--- config.mk ---
export PLATFORM = sky130hd
export DESIGN_NAME = voice_scheduler
export DESIGN_NICKNAME = d
export VERILOG_FILES = /design/src/rtl/voice_scheduler.sv
export SDC_FILE = /design/constraint.sdc
export NUM_CORES = 1
export LEC_CHECK = 0
export BUFFER_PORTS_ARGS = -buffer_cell sky130_fd_sc_hd__buf_2
export CAP_MARGIN = 25
export CORE_MARGIN = 2
export CORE_UTILIZATION = 45
export DETAILED_ROUTE_END_ITERATION = 10
export GPL_ROUTABILITY_DRIVEN = 0
export PLACE_DENSITY_LB_ADDON = 0.15
export SLEW_MARGIN = 0
export SYNTH_ARGS = -nofsm -noshare
export SYNTH_HDL_FRONTEND = slang
export SYNTH_SLANG_ARGS = --single-unit
--- constraint.sdc ---
create_clock -name ACLK -period 2.53 [get_ports ACLK]
set_input_delay 0 -clock ACLK [delete_from_list [all_inputs] [get_ports ACLK]]
set_output_delay 0 -clock ACLK [all_outputs]
set_load 0.005 [all_outputs]
--- src/rtl/voice_scheduler.sv ---
// Voice allocator for an 8-voice sine synth: maps note-on/off events to voices,
// fetches frequency words from a synchronous note ROM and writes the voice frequency file.
module voice_scheduler #(
    parameter int NVOICE = 8,
    parameter int FREQ_W = 16
) (
    input  logic              ACLK,
    input  logic              ARESETn,
    input  logic              ev_valid,
    output logic              ev_ready,
    input  logic              ev_on,
    input  logic [6:0]        ev_note,
    output logic [6:0]        rom_addr,
    input  logic [FREQ_W-1:0] rom_data,
    output logic              freq_we,
    output logic [2:0]        freq_idx,
    output logic [FREQ_W-1:0] freq_data,
    output logic [7:0]        active,
    output logic [7:0]        drop_cnt
);

    typedef enum logic [1:0] {
        ST_IDLE   = 2'd0,
        ST_LOOKUP = 2'd1,
        ST_WAIT   = 2'd2,
        ST_WRITE  = 2'd3
    } state_t;

    state_t             state_r;
    state_t             state_s;
    logic               ev_ready_r;
    logic [6:0]         rom_addr_r;
    logic               freq_we_r;
    logic [2:0]         freq_idx_r;
    logic [FREQ_W-1:0]  freq_data_r;
    logic [NVOICE-1:0]  active_r;
    logic [7:0]         drop_cnt_r;
    logic [6:0]         notes_r [NVOICE];
    logic               on_r;
    logic [6:0]         note_r;
    logic [2:0]         sel_r;

    logic [NVOICE-1:0]  same_s;
    logic [NVOICE-1:0]  free_s;
    logic [3:0]         same_hit_s;
    logic [3:0]         free_hit_s;
    logic [2:0]         sel_s;
    logic               latch_s;
    logic               drop_s;
    logic               off_s;

    // Lowest set bit of v as {found, index}; scanning downward lets the lowest index win.
    function automatic logic [3:0] lowest_set(input logic [NVOICE-1:0] v);
        logic [3:0] r;
        r = 4'b0000;
        for (int i = NVOICE - 1; i >= 0; i--) begin
            r = v[i] ? {1'b1, 3'(i)} : r;
        end
        return r;
    endfunction

    // Per-voice match vectors against the offered note.
    always_comb begin
        same_s = '0;
        free_s = '0;
        for (int i = 0; i < NVOICE; i++) begin
            same_s[i] = active_r[i] && (notes_r[i] == ev_note);
            free_s[i] = !active_r[i];
        end
    end

    assign same_hit_s = lowest_set(same_s);
    assign free_hit_s = lowest_set(free_s);

    // Next-state logic; the voice is chosen at acceptance so later table changes cannot move it.
    always_comb begin
        state_s = state_r;
        sel_s   = sel_r;
        latch_s = 1'b0;
        drop_s  = 1'b0;
        off_s   = 1'b0;
        case (state_r)
            ST_IDLE: begin
                if (ev_valid) begin
                    latch_s = 1'b1;
                    if (ev_on) begin
                        if (ev_note == 7'd0) begin
                            state_s = ST_IDLE;
                        end else if (same_hit_s[3]) begin
                            state_s = ST_LOOKUP;
                            sel_s   = same_hit_s[2:0];
                        end else if (free_hit_s[3]) begin
                            state_s = ST_LOOKUP;
                            sel_s   = free_hit_s[2:0];
                        end else begin
                            drop_s  = 1'b1;
                        end
                    end else begin
                        if (same_hit_s[3]) begin
                            state_s = ST_WRITE;
                            sel_s   = same_hit_s[2:0];
                            off_s   = 1'b1;
                        end else begin
                            state_s = ST_IDLE;
                        end
                    end
                end else begin
                    state_s = ST_IDLE;
                end
            end
            ST_LOOKUP: state_s = ST_WAIT;
            ST_WAIT:   state_s = ST_WRITE;
            ST_WRITE:  state_s = ST_IDLE;
            default:   state_s = ST_IDLE;
        endcase
    end

    // State register and outputs decoded from the next state so they are registered.
    always_ff @(posedge ACLK or negedge ARESETn) begin
        if (!ARESETn) begin
            state_r    <= ST_IDLE;
            ev_ready_r <= 1'b1;
            rom_addr_r <= 7'd0;
            freq_we_r  <= 1'b0;
        end else begin
            state_r    <= state_s;
            ev_ready_r <= (state_s == ST_IDLE);
            rom_addr_r <= (state_s == ST_LOOKUP) ? ev_note : 7'd0;
            freq_we_r  <= (state_s == ST_WRITE);
        end
    end

    // Event latch.
    always_ff @(posedge ACLK or negedge ARESETn) begin
        if (!ARESETn) begin
            on_r   <= 1'b0;
            note_r <= 7'd0;
            sel_r  <= 3'd0;
        end else if (latch_s) begin
            on_r   <= ev_on;
            note_r <= ev_note;
            sel_r  <= sel_s;
        end
    end

    // Write-port payload: ROM word captured leaving WAIT, zero for a matched note-off.
    always_ff @(posedge ACLK or negedge ARESETn) begin
        if (!ARESETn) begin
            freq_idx_r  <= 3'd0;
            freq_data_r <= '0;
        end else if (state_r == ST_WAIT) begin
            freq_idx_r  <= sel_r;
            freq_data_r <= rom_data;
        end else if (off_s) begin
            freq_idx_r  <= sel_s;
            freq_data_r <= '0;
        end
    end

    // Voice table commits on the edge that ends WRITE.
    always_ff @(posedge ACLK or negedge ARESETn) begin
        if (!ARESETn) begin
            active_r <= '0;
            for (int i = 0; i < NVOICE; i++) begin
                notes_r[i] <= 7'd0;
            end
        end else if (state_r == ST_WRITE) begin
            if (on_r) begin
                active_r[sel_r] <= 1'b1;
                notes_r[sel_r]  <= note_r;
            end else begin
                active_r[sel_r] <= 1'b0;
            end
        end
    end

    // Saturating drop counter.
    always_ff @(posedge ACLK or negedge ARESETn) begin
        if (!ARESETn) begin
            drop_cnt_r <= 8'd0;
        end else if (drop_s && (drop_cnt_r != 8'hFF)) begin
            drop_cnt_r <= drop_cnt_r + 8'd1;
        end
    end

    assign ev_ready  = ev_ready_r;
    assign rom_addr  = rom_addr_r;
    assign freq_we   = freq_we_r;
    assign freq_idx  = freq_idx_r;
    assign freq_data = freq_data_r;
    assign active    = active_r;
    assign drop_cnt  = drop_cnt_r;

endmodule

==> flow_summary.yaml <==
status:
  status: "finished, final reports clean"
pwr:
  p_per_area_nw_per_um2: 787
  ir_drop_mv: 0.557
  leakagePower_nw: 3.18
critical_path:
  required_ps: 2880
  path_max_fanout: 10
  start_kind: "flip-flop"
  crit_arrival_ps: 2630
  end_kind: "flip-flop"
  rr_startpoint: "notes_r[2]"
  r2r_end: "freq_we"
  r2r_slack_ps: 250
  rr_worst_depth: 7
  crit_type: "flip-flop to flip-flop"
clock_network:
  cts_buffer_depth: 2
  cts-buffers-inserted: 17
  clk_pin_slew_worst_paths_ps: 50
  cts.sinks: 113
  cts_tree: "done"
  cts_root_buffer: "clkbuf_16"
  cts_resized: 0
  clk_latency_ps: 420
  h-tree-depth: 4
synth:
  yosysTopAreaCell: "dfrtp_1"
  ys_seq_area_share_pct: 52.4
  synthTopCellsByCount: "dfrtp_1 (112), mux2_2 (65), xnor2_1 (45)"
  synth_top_area_share_pct: 51.9
  syn_area_per_cell_um2: 12.6
  syn_inst: 430
  yosys_most_used_dff: "dfrtp_1"
  yosysMostFrequentCell: "dfrtp_1"
  yosysWarningCount: 0
  async_flop_share_pct: 100
  syn-num-nets: 462
  synth_area_um2: 5400
  synthTopCellsByArea: "dfrtp_1 (52%), mux2_2 (14%), xnor2_1 (7.3%)"
  synth-edff-count: 0
  ys_seq_elements: 113
  synth.distinct_cells: 51
grt:
  grt_overflow_total: 0
  grt_start_max_net_pins: 55
  first_global_vias: 3854
  antenna_found_initial: 0
  grt.total_usage_pct: 21.8
  grt_pass1_wl_um: 20900
floorplan:
  dieArea_um2: 12900
  row_count: 40
  die_h_um: 114
  start_util_pct: 45.6
  die_w_um: 114
  ios: 71
  core_um2: 11900
route:
  drt-initial-drc-count: 135
  num_vias: 3731
  drc: 0
  avgViaCountPerCell: 5.44
  drt_pass1_iterations: 4
  antenna_left: 0
  totalWireLength_um: 13000
  wl_per_cell_um: 19.0
sta:
  clock.fmax_mhz: 439
  relSlewSlack_pct: 57.5
  post-route-period-util_pct: 90.0
  finalMaxSlewViolations: 0
  tightest_slew_ps: 636
  fin_tns_setup_ps: 0
  hold_viol: 0
  post-route-min-period_ps: 2280
  skew_ps: 9.11
  rsz0062_at_grt: "no"
  setup_slack_ps: 252
  setup_viol_count_final: 0
  hold_ws_ps: 37.4
placement:
  place_hpwl_um: 8690
  portBuffers: 70
  pre_cts_ws_ps: 264
min_path:
  whs_path_depth: 2
  hold_end: "rom_addr[3]"
  worstHoldPathType: "input port to flip-flop"
  min-delay-start: "ev_note[3]"
finish:
  area_growth_pct: 23.2
  multiInputGateArea_um2: 2410
  diodes: 0
  nNetsFinal: 561
  fillers: 1012
  drive_above_1_share_pct: 36.0
  regArea_um2: 2830
flow_run:
  maxCapViolations: 0
logic make-up after synthesis:
logic type,Yosys count,synth area share [%]
DFF,113,52.4
and+or+nand+nor,97,10.7
muxes,65,13.5
xor gates and xnor gates,63,10.2
AOI/OAI and AO/OA,59,9.03
buffers and inverters,28,2.99
adders and majority gates,5,1.16
area by class of cell:
class / count / share of cell area, %
clock buffer: 23 / 7.48
timing repair buffer: 97 / 9.17
sequential: 113 / 42.5
multi-input combinational: 289 / 36.3
inverter: 11 / 0.620
clock inverter: 6 / 1.20
tap: 147 / 2.76
flip-flops by register name (all words and copies together), names as in the netlist, named ones only:
| signal | flops |
|---|---|
| ev_ready | 1 |
| freq_idx | 3 |
| freq_data | 16 |
| note_r | 7 |
| on_r | 1 |
| state_r | 2 |
| notes_r | 56 |
| rom_addr | 7 |
| drop_cnt | 8 |
| freq_we | 1 |
| sel_r | 3 |
stage by stage:
| stage | total power, mW | instance area, um2 | util (%) | std cells |
|---|---|---|---|---|
| CTS | 5.29 | 6660 | 56.1 | 686 |
| detailed placement | 2.91 | 5910 | 49.8 | 640 |
| global route | 5.46 | 6660 | 56.1 | 686 |
| global placement | 2.90 | 5910 | 49.8 | 640 |
| floorplan | 2.57 | 5400 | - | 430 |
| finish | 5.24 | 6660 | 56.1 | 686 |
power by group:
part / total [mW] / internal [mW] / switching [mW]
Combinational: 0.679 / 0.372 / 0.307
Clock: 2.33 / 1.55 / 0.783
Sequential: 2.23 / 2.03 / 0.199
worst max-delay path by stage:
stage,slack [ps],from,depth (start not counted),end
2_1_floorplan,560,notes_r[2],7,freq_we
3_3_place_gp,330,ev_note[2],8,freq_we
3_5_place_dp,260,ev_note[2],8,freq_we
4_1_cts,260,notes_r[2],7,freq_we
5_1_grt,140,notes_r[2],7,rom_addr[4]
6_report,250,notes_r[2],7,freq_we
what timing repair did:
item | CTS | global route
hold endpoints to repair | 97 | 0
setup buffers | 0 | 0
hold buffers | 17 | 0
layout by cell type, fill, tap and decap left out, drive strengths merged, types with 16 or more instances in the layout:
cell type	n
a22o	16
buf	80
clkbuf	23
dfrtp	112
dlygate4sd3	17
mux2	65
nand2	16
nand4	17
nor2	22
xnor2	45
xor2	18
critical path, stage by stage, from the launching register on:
cell,delay (ps)
dfrtp_1,380
xor2_1,140
nor4_1,380
and4_1,330
nor4b_4,90
and2_4,210
o311ai_4,480
and2_1,200
per-layer routing:
metal,global-route usage [%],vias up,wire (um)
met5,0,-,0
met4,7.89,0,143
met2,33.6,108,6130
met3,6.48,12,805
met1,29.4,1860,5940
li1,-,1751,-
Note: power is estimated with default switching activity, not from simulation.
